`config.mk`:
```
export PLATFORM = sky130hd
export DESIGN_NAME = regfile_fwd
export DESIGN_NICKNAME = d
export VERILOG_FILES = /design/src/rtl/regfile_fwd_pkg.sv /design/src/rtl/regfile_fwd_mux.sv /design/src/rtl/regfile_fwd.sv
export SDC_FILE = /design/constraint.sdc
export NUM_CORES = 2
export LEC_CHECK = 0
export BUFFER_PORTS_ARGS = -buffer_cell sky130_fd_sc_hd__buf_2
export CAP_MARGIN = 20
export CORE_MARGIN = 1
export CORE_UTILIZATION = 44
export CTS_CLUSTER_DIAMETER = 120
export DETAILED_ROUTE_END_ITERATION = 10
export PLACE_DENSITY = 0.7
export SYNTH_ARGS = -nofsm -noshare
export SYNTH_HDL_FRONTEND = slang
export SYNTH_SLANG_ARGS = --single-unit
```
`constraint.sdc`:
```
create_clock -name clk -period 8.3 [get_ports clk]
set_clock_uncertainty 0.05 [all_clocks]
set_input_delay 2.075 -clock clk [delete_from_list [all_inputs] [get_ports clk]]
set_output_delay 2.075 -clock clk [all_outputs]
set_load 0.02 [all_outputs]
```
`src/rtl/regfile_fwd_pkg.sv`:
```
// Shared definitions for the forwarding register file: FSM encodings,
// default widths and the lane-offset helper for packed forwarding buses.
package regfile_fwd_pkg;

  localparam int DW_DEF = 32;
  localparam int AW_DEF = 5;

  // INIT sweeps the array to zero after reset; RUN is normal operation.
  typedef enum logic {
    ST_INIT = 1'b0,
    ST_RUN  = 1'b1
  } state_e;

  // Low bit of lane k in a bus made of equal lanes of width w.
  function automatic int lane_lo(input int k, input int w);
    return k * w;
  endfunction

endpackage

```
`src/rtl/regfile_fwd_mux.sv`:
```
// One read port's source selector. The youngest matching forwarding stage
// wins outright; if its data is not final the port stalls and returns zero
// rather than falling through to an older, stale value.
module regfile_fwd_mux
  import regfile_fwd_pkg::*;
#(
  parameter int DW   = DW_DEF,
  parameter int AW   = AW_DEF,
  parameter int NFWD = 3
) (
  input  logic               en_i,
  input  logic [AW-1:0]      rd_addr_i,
  input  logic [DW-1:0]      arr_data_i,
  input  logic               we_i,
  input  logic [AW-1:0]      waddr_i,
  input  logic [DW-1:0]      wdata_i,
  input  logic [NFWD-1:0]    fwd_we_i,
  input  logic [NFWD-1:0]    fwd_valid_i,
  input  logic [NFWD*AW-1:0] fwd_addr_i,
  input  logic [NFWD*DW-1:0] fwd_data_i,
  output logic [DW-1:0]      rd_data_o,
  output logic               rd_stall_o
);

  logic hit;

  // Priority scan: stages young to old, then write-through, then array.
  always_comb begin
    rd_data_o  = '0;
    rd_stall_o = 1'b0;
    hit        = 1'b0;
    if (en_i && (rd_addr_i != '0)) begin
      for (int k = 0; k < NFWD; k++) begin
        if (!hit && fwd_we_i[k] && (fwd_addr_i[lane_lo(k, AW) +: AW] == rd_addr_i)) begin
          hit = 1'b1;
          if (fwd_valid_i[k]) begin
            rd_data_o = fwd_data_i[lane_lo(k, DW) +: DW];
          end else begin
            rd_stall_o = 1'b1;
          end
        end
      end
      if (!hit) begin
        if (we_i && (waddr_i == rd_addr_i)) begin
          rd_data_o = wdata_i;
        end else begin
          rd_data_o = arr_data_i;
        end
      end
    end
  end

endmodule

```
`src/rtl/regfile_fwd.sv`:
```
// Integer register file for the ID stage with multi-stage forwarding,
// per-port load-use stall, HI/LO forwarding and a post-reset array clear.
module regfile_fwd
  import regfile_fwd_pkg::*;
#(
  parameter int DW   = DW_DEF,
  parameter int AW   = AW_DEF,
  parameter int NRD  = 2,
  parameter int NFWD = 3
) (
  input  logic               clk,
  input  logic               rst,
  output logic               init_busy,
  input  logic [NRD*AW-1:0]  rd_addr,
  output logic [NRD*DW-1:0]  rd_data,
  output logic [NRD-1:0]     rd_stall,
  output logic               stall_o,
  input  logic               we,
  input  logic [AW-1:0]      waddr,
  input  logic [DW-1:0]      wdata,
  input  logic [NFWD-1:0]    fwd_we,
  input  logic [NFWD-1:0]    fwd_valid,
  input  logic [NFWD*AW-1:0] fwd_addr,
  input  logic [NFWD*DW-1:0] fwd_data,
  input  logic               hi_we,
  input  logic               lo_we,
  input  logic [DW-1:0]      hi_i,
  input  logic [DW-1:0]      lo_i,
  input  logic [NFWD-1:0]    fwd_hi_we,
  input  logic [NFWD-1:0]    fwd_lo_we,
  input  logic [NFWD*DW-1:0] fwd_hi,
  input  logic [NFWD*DW-1:0] fwd_lo,
  output logic [DW-1:0]      hi_o,
  output logic [DW-1:0]      lo_o
);

  localparam int DEPTH = 2 ** AW;

  state_e        state_q, state_d;
  logic [AW-1:0] idx_q, idx_d;
  logic [DW-1:0] mem_q [DEPTH];
  logic [DW-1:0] hi_q, lo_q;
  logic          run;
  logic          hi_hit, lo_hit;

  assign run       = (state_q == ST_RUN);
  assign init_busy = !run;
  assign stall_o   = init_busy | (|rd_stall);

  // Next-state: INIT walks idx across the whole array, then hands over to RUN.
  always_comb begin
    state_d = state_q;
    idx_d   = idx_q;
    case (state_q)
      ST_INIT: begin
        idx_d = idx_q + AW'(1);
        if (idx_q == '1) begin
          state_d = ST_RUN;
        end
      end
      ST_RUN: begin
        idx_d = idx_q;
      end
      default: begin
        state_d = ST_INIT;
        idx_d   = '0;
      end
    endcase
  end

  // State register; reset restarts the clear sweep from entry 0 in any state.
  always_ff @(posedge clk) begin
    if (rst) begin
      state_q <= ST_INIT;
      idx_q   <= '0;
    end else begin
      state_q <= state_d;
      idx_q   <= idx_d;
    end
  end

  // Array write: clear sweep in INIT, commit port in RUN; a reset edge drops the write.
  always_ff @(posedge clk) begin
    if (!rst) begin
      if (!run) begin
        mem_q[idx_q] <= '0;
      end else if (we && (waddr != '0)) begin
        mem_q[waddr] <= wdata;
      end
    end
  end

  // HI/LO registers: cleared on the first INIT cycle, committed in RUN.
  always_ff @(posedge clk) begin
    if (!rst) begin
      if (!run) begin
        if (idx_q == '0) begin
          hi_q <= '0;
          lo_q <= '0;
        end
      end else begin
        if (hi_we) hi_q <= hi_i;
        if (lo_we) lo_q <= lo_i;
      end
    end
  end

  // One priority selector per read port.
  for (genvar p = 0; p < NRD; p++) begin : g_port
    logic [AW-1:0] a;
    assign a = rd_addr[p*AW +: AW];

    regfile_fwd_mux #(
      .DW  (DW),
      .AW  (AW),
      .NFWD(NFWD)
    ) u_mux (
      .en_i       (run),
      .rd_addr_i  (a),
      .arr_data_i (mem_q[a]),
      .we_i       (we),
      .waddr_i    (waddr),
      .wdata_i    (wdata),
      .fwd_we_i   (fwd_we),
      .fwd_valid_i(fwd_valid),
      .fwd_addr_i (fwd_addr),
      .fwd_data_i (fwd_data),
      .rd_data_o  (rd_data[p*DW +: DW]),
      .rd_stall_o (rd_stall[p])
    );
  end

  // HI forwarding: youngest writing stage, then commit write-through, then register.
  always_comb begin
    hi_o   = '0;
    hi_hit = 1'b0;
    if (run) begin
      for (int k = 0; k < NFWD; k++) begin
        if (!hi_hit && fwd_hi_we[k]) begin
          hi_hit = 1'b1;
          hi_o   = fwd_hi[lane_lo(k, DW) +: DW];
        end
      end
      if (!hi_hit) hi_o = hi_we ? hi_i : hi_q;
    end
  end

  // LO forwarding, independent of HI.
  always_comb begin
    lo_o   = '0;
    lo_hit = 1'b0;
    if (run) begin
      for (int k = 0; k < NFWD; k++) begin
        if (!lo_hit && fwd_lo_we[k]) begin
          lo_hit = 1'b1;
          lo_o   = fwd_lo[lane_lo(k, DW) +: DW];
        end
      end
      if (!lo_hit) lo_o = lo_we ? lo_i : lo_q;
    end
  end

endmodule
```
=== Yosys cells after proc, flatten, opt, wreduce, memory -nomap -nowiden ===
Memories as Yosys holds them, arrays and structs flattened.
Cells that the tools add are included.

* Register bits after elaboration: 70
* RAM bits: 1,024
* Bits of input ports: 431
* Output and inout bits: 132
* Logic and storage cells: 135
* Memories: 1

{| class="wikitable"
|+ Memory list
! memory !! words !! width !! read ports !! clocked after Yosys merged registers in !! wr ports !! line !! RTL
|-
| mem_q || 32 || 32 || 2 || 0 || 1 || regfile_fwd.sv:41 || <nowiki>logic [DW-1:0] mem_q [DEPTH];</nowiki>
|}

* $add $sub $neg: 1
* Equal/unequal tests: 9
* Muxes and demuxes: 82
* Bitwise operators: 2
* Reductions and logical operators: 36

{| class="wikitable"
|+ Operators with widths
! cell !! number
|-
| 32-bit 2-to-1 mux || 33
|-
| 1-bit 2-to-1 mux || 47
|-
| 5-bit == test || 8
|-
| 32-bit OR reduction || 1
|-
| 1-bit logical AND || 19
|-
| 5-bit nonzero test || 3
|-
| 5-bit 2-to-1 mux || 2
|-
| 1-bit logical NOT || 9
|-
| 5-bit by 1-bit adder with 5-bit output (second input constant) || 1
|-
| 5-bit == test (second input constant) || 1
|-
| 5-bit logical NOT || 1
|-
| 2-bit AND reduction || 1
|-
| 2-bit nonzero test || 1
|-
| 2-bit OR reduction || 1
|-
| 1-bit inverter || 1
|-
| 1-bit OR || 1
|}

=== Longest topological paths before layout ===
* Word-level depth: 16
* Mapped depth: 10

=== Hierarchy ===
Synthesis repeated with hierarchy kept, for this count alone.

* Cells, all modules: 4,567
* Area, all modules: 58,554.9 um2

{| class="wikitable"
|+ By module, submodules not included
! module !! instances !! cells each !! area each (um2) !! seq. area each (um2)
|-
| regfile_fwd || 1 || 4,009 || 54,456.0 || 32,791.4
|-
| regfile_fwd_mux || 2 || 279 || 2,049.5 || 0.0
|}

=== Worst setup path before layout ===
Ideal clock, no wire load.

* Kind: input to output
* From: in rd_addr[9]
* To: out rd_data[53]
* Data arrival time: 3.937 ns
* Slack: 2.238 ns
* Stages: 9
* Path buffers: 3
* Cell sequence: buf_4 > xnor2_2 > nand4_4 > or2_1 > buf_6 > buf_6 > a311oi_1 > a31oi_1 > a311oi_1

* Word-level cells in the longest chain between the ends: 16
* Elaborated cells on any way between the ends: 29
* Those cells by class: eq/ne (4); mux (14); reduce/logical (10); memory (1)

{| class="wikitable"
|+ Ends and longest elaborated chain
! element !! line !! RTL
|-
| start: declaration || regfile_fwd.sv:14 || <nowiki>input logic [NRD*AW-1:0] rd_addr,</nowiki>
|-
| 5-bit == test || regfile_fwd_mux.sv:34 || <nowiki>if (!hit && fwd_we_i[k] && (fwd_addr_i[lane_lo(k, AW) +: AW] == rd_addr_i)) begin</nowiki>
|-
| 1-bit logical AND || regfile_fwd_mux.sv:34 ||
|-
| 1-bit 2-to-1 mux || regfile_fwd_mux.sv:34 ||
|-
| 1-bit 2-to-1 mux || regfile_fwd_mux.sv:32 || <nowiki>if (en_i && (rd_addr_i != '0)) begin</nowiki>
|-
| 1-bit logical NOT || regfile_fwd_mux.sv:34 ||
|-
| 1-bit logical AND (2 in series) || regfile_fwd_mux.sv:34 ||
|-
| 1-bit 2-to-1 mux || regfile_fwd_mux.sv:34 ||
|-
| 1-bit 2-to-1 mux || regfile_fwd_mux.sv:32 ||
|-
| 1-bit logical NOT || regfile_fwd_mux.sv:34 ||
|-
| 1-bit logical AND (2 in series) || regfile_fwd_mux.sv:34 ||
|-
| 1-bit 2-to-1 mux || regfile_fwd_mux.sv:34 ||
|-
| 1-bit 2-to-1 mux || regfile_fwd_mux.sv:32 ||
|-
| 32-bit 2-to-1 mux || regfile_fwd_mux.sv:43 || <nowiki>if (!hit) begin</nowiki>
|-
| 32-bit 2-to-1 mux * || regfile_fwd_mux.sv:32 ||
|-
| end: declaration || regfile_fwd.sv:15 || <nowiki>output logic [NRD*DW-1:0] rd_data,</nowiki>
|}

Mark *: on every way between the ends. The rest lies on a longest branch, timed or not. The select of a mux whose other input is x is not followed.

=== Worst setup path in the final report ===
* From: in rd_addr[1]
* To: out rd_data[12]

The elaborated chain is that of the path after synthesis.

==> results.txt <==
STA puts the critical path data required time at 6180 ps. The worst setup path is launched from a primary input. Setup repair after global routing left no endpoint under its margin. The worst max-slew margin expressed relative to the limit came out at 18.4%.

In this run the critical register-to-register path is captured at mem_q[30][6]. The max-slew violation count came out at 0. The number of CTS-inserted buffers came out at 110.

The count of flip-flops with a built-in enable after synthesis is 1088. In this run the tool buffered the top-level ports with 562 buffer cells. The number of nets handed over by synthesis was 4136.

The logic depth of the worst register-to-register path came out at 7. Broken down by cell family, the worst path's largest delay share belongs to simple AND/OR/NAND/NOR gates. The wire length per cell after detailed routing is 36.1 um. The post-synthesis area per instance came out at 15.3 um2. The post-CTS clock slew at the launch and capture registers of the worst setup and hold paths came out at 60 ps. Once detailed placement completed, the half-perimeter wirelength came to 140 mm. The Yosys step of the flow raised 0 warnings. The placeable core region came out at 128000 um2. Post-CTS repair changed the size of 0 cells. The H-tree level count came out at 3. The number of nets in the finished design came out at 4598. The reg-to-reg startpoint is run. Dividing total power by cell area gives a power density of 189 nW/um2. The first global-routing pass estimated 294 mm of wire. The number of antenna violations at the first check in global routing was 50. The proportion of synthesized chip area in sequential cells is 57.8%. The post-synthesis cell type count is 60. After detailed routing, the number of vias per cell comes to 6.81. The first-pass iteration count of the detailed router is 8. The placed instances occupy a cell area of 61500 um2. The die covers 130000 um2. The most critical setup path has its endpoint at rd_data[12]. Routability-driven placement finished with a final weighted congestion of 0.979. Traced cell by cell, the critical path runs through buf_6 > xor2_1 > nor4_1 > nand3_2 > nand4b_1 > buf_4 > o221ai_1 > nor2_1 > buf_2. The endpoint type of the worst setup path is a primary output. The cell with the largest stage delay on the worst path is sky130_fd_sc_hd__nand4b_1. The instance count after placement with tap cells included came out at 5710.

The highest fanout seen on the critical path came out at 48. For this configuration, the core starts out at a cell density of 44.4%. The largest net degree at the start of global routing is 118. The number of DRC markers in iteration 0 is 5730. Row generation in the floorplan step produced 131 rows.

The share of flip-flops with an asynchronous set or reset after synthesis came out at 0%. The total buffers and inverters traversed by the critical path came out at 3. Global routing finished with a remaining overflow of 0. The total negative slack for setup checks is 0 ps. The flow ran to the end, and the final reports show no timing, DRC or antenna violations. The overall routed net length came out at 214 mm. The vertical die dimension came out at 361 um. The final cycle utilization of the critical path is 88.9%. The min-delay analysis places its worst path in the category reg2reg. The number of buffers added for setup after CTS came out at 0. The tool flagged a number of max-cap violations equal to 0. The critical path crosses 9 cells after its start point. The area added between synthesis and finish is 15.1%. At the later pin of the worst-skew pair, clock insertion delay measures 760 ps. The cell at the root of the clock tree is sky130_fd_sc_hd__clkbuf_16. Among all flip-flop cells after synthesis, the most frequent one is sky130_fd_sc_hd__edfxtp_1. Across all register-to-register paths, the minimum setup slack is 4040 ps.

The number of nets with antenna violations after detailed routing is 0. By startpoint and endpoint, the worst setup path is classified as in2out. The die width is 361 um.

The synthesized netlist cell count is 3702. The slew of the pin with the lowest slew margin came out at 1220 ps. The worst hold path begins at lo_q[9]. The number of global-route vias before repair is 39300. The worst setup path startpoint is rd_addr[1].

The number of hold violations in the final report came out at 0. The mapped netlist covers 56700 um2. The analysis attributes to cell leakage a power of 0.0215 uW.

The endpoint arrival time on the critical path came out at 5250 ps. The fraction of final layout cells with drive strength greater than 1 is 31.6%. Setup violations remaining at the end of the flow were counted as 0. The hold buffer count at CTS came out at 0.

Detailed routing inserted a total of 40400 vias. The overall global routing resource usage is 32.2%. The boundary pin count is 563. The maximum ir drop on the vdd rail is 212 uV.

The maximum achievable frequency is 136 MHz. The final critical delay including setup and external delays came out at 7380 ps. The number of clock sinks seen by CTS came out at 1094. TritonCTS built the clock tree.

The number of non-filler instances in the completed layout came out at 5940. The number of flip-flops and latches in the synthesized netlist is 1094. The final standard cell area without fillers is 65300 um2.

The worst hold path was traced through 2 stages. The maximum cell stage delay along the critical path is 610 ps. In this run the deepest clock path goes through 3 buffers. The number of DRC violations after detailed routing is 0.
## cell families (layout without fill, tap and decap cells)
family	after synthesis	count (layout)	share of synthesized area, %
fa+ha+maj	3	3	0.0662
compound gates	568	568	7.20
simple gates	693	693	5.59
xor+xnor	43	43	0.737
buf+inv	345	894	3.14
other cells	0	27	0
flops	1094	1094	57.8
mux	956	956	25.5
## worst min path at each step
stage	to
3_3_place_gp	lo_q[9]
3_5_place_dp	lo_q[9]
5_1_grt	lo_q[9]
2_1_floorplan	idx_q[0]
4_1_cts	lo_q[9]
6_report	lo_q[9]
## cell usage in the layout (no fill, tap or decap), types with 28 or more instances in the layout
master	netlist	final
sky130_fd_sc_hd__a311oi_1	63	63
sky130_fd_sc_hd__nor2_1	150	113
sky130_fd_sc_hd__nand4_1	35	35
sky130_fd_sc_hd__o221ai_1	32	32
sky130_fd_sc_hd__a22oi_1	160	160
sky130_fd_sc_hd__a221oi_1	32	32
sky130_fd_sc_hd__mux2_1	30	30
sky130_fd_sc_hd__nand3_1	100	98
sky130_fd_sc_hd__nor2_4	0	37
sky130_fd_sc_hd__o221a_1	30	30
sky130_fd_sc_hd__edfxtp_1	1088	1088
sky130_fd_sc_hd__buf_4	37	103
sky130_fd_sc_hd__a211oi_1	36	36
sky130_fd_sc_hd__mux2_2	34	34
sky130_fd_sc_hd__a21oi_1	104	102
sky130_fd_sc_hd__xor2_1	28	28
sky130_fd_sc_hd__nand2_1	276	272
sky130_fd_sc_hd__a31oi_1	31	31
sky130_fd_sc_hd__o21ai_0	33	33
sky130_fd_sc_hd__clkbuf_16	0	111
sky130_fd_sc_hd__mux2i_1	508	508
sky130_fd_sc_hd__and2_1	95	94
sky130_fd_sc_hd__buf_2	93	557
sky130_fd_sc_hd__mux4_2	384	384
sky130_fd_sc_hd__o21ai_1	32	32
## stage by stage
step	total power, uW	hold WS, ps	util (%)	setup WS [ps]
floorplan	6870	494	-	2240
global placement	7330	522	48.0	1070
detailed placement	7340	537	48.1	1070
CTS	12300	551	51.0	1060
global route	12600	576	51.1	834
finish	12400	547	51.1	922
## worst min-delay path, delay by kind of cell, from the launching register on
| family | cells | cell delay (ps) |
|---|---|---|
| muxes | 1 | 80 |
| DFF | 1 | 310 |
| and+or+nand+nor | 1 | 90 |
## cells in the mapped netlist (5+ instances only)
library cell,instances,area share [%]
sky130_fd_sc_hd__o21ai_1,32,0.28
sky130_fd_sc_hd__o221a_1,30,0.60
sky130_fd_sc_hd__o221ai_1,32,0.49
sky130_fd_sc_hd__nand4_1,35,0.39
sky130_fd_sc_hd__mux2_1,30,0.60
sky130_fd_sc_hd__a211oi_1,36,0.48
sky130_fd_sc_hd__a22oi_1,160,2.1
sky130_fd_sc_hd__a21oi_1,104,0.92
sky130_fd_sc_hd__nand2_1,276,1.8
sky130_fd_sc_hd__nor2b_1,5,0.055
sky130_fd_sc_hd__and2_1,95,1.0
sky130_fd_sc_hd__buf_6,21,0.42
sky130_fd_sc_hd__nand3_1,100,0.88
sky130_fd_sc_hd__buf_1,22,0.15
sky130_fd_sc_hd__o21ai_0,33,0.29
sky130_fd_sc_hd__mux2i_1,508,9.0
sky130_fd_sc_hd__and3_1,5,0.055
sky130_fd_sc_hd__nor3_1,7,0.062
sky130_fd_sc_hd__xnor2_1,11,0.17
sky130_fd_sc_hd__a311oi_1,63,0.97
sky130_fd_sc_hd__clkbuf_1,155,1.0
sky130_fd_sc_hd__buf_4,37,0.49
sky130_fd_sc_hd__xor2_1,28,0.43
sky130_fd_sc_hd__a221oi_1,32,0.49
sky130_fd_sc_hd__inv_1,7,0.046
sky130_fd_sc_hd__mux4_2,384,15
sky130_fd_sc_hd__nor2_1,150,0.99
sky130_fd_sc_hd__dfxtp_1,6,0.21
sky130_fd_sc_hd__a31oi_1,31,0.34
sky130_fd_sc_hd__edfxtp_1,1088,58
sky130_fd_sc_hd__buf_2,93,0.82
sky130_fd_sc_hd__mux2_2,34,0.67
sky130_fd_sc_hd__nor4_1,6,0.066
## layer usage
| layer | vias up | wire length, um | share of wire, % | track usage (%) |
|---|---|---|---|---|
| li1 | 16100 | - | - | - |
| met1 | 20100 | 70500 | 33 | 38.0 |
| met2 | 3398 | 98400 | 46 | 50.5 |
| met3 | 811 | 29900 | 14 | 10.6 |
| met4 | 34 | 15300 | 7.1 | 20.7 |
| met5 | - | 243 | 0.11 | 0 |
## layout make-up
cell class / count / area, um2
tap: 1662 / 2080
sequential: 1094 / 32800
clock buffer: 134 / 2920
clock inverter: 65 / 748
multi-input combinational: 2263 / 22500
antenna: 27 / 67.6
timing repair buffer: 687 / 4110
fill: 10500 / 62400
inverter: 8 / 30.0
## registers in the layout (all words and copies together) (netlist names)
register  flops
mem_q      1024
hi_q         32
lo_q         32
idx_q         5
run           1
## power breakdown
part	total (uW)	internal (uW)	switching, uW
Sequential	6070	6050	22.6
Clock	5100	2860	2240
Combinational	1180	438	742
Total	12400	9350	3000
Power figures use the tool's default switching activity.
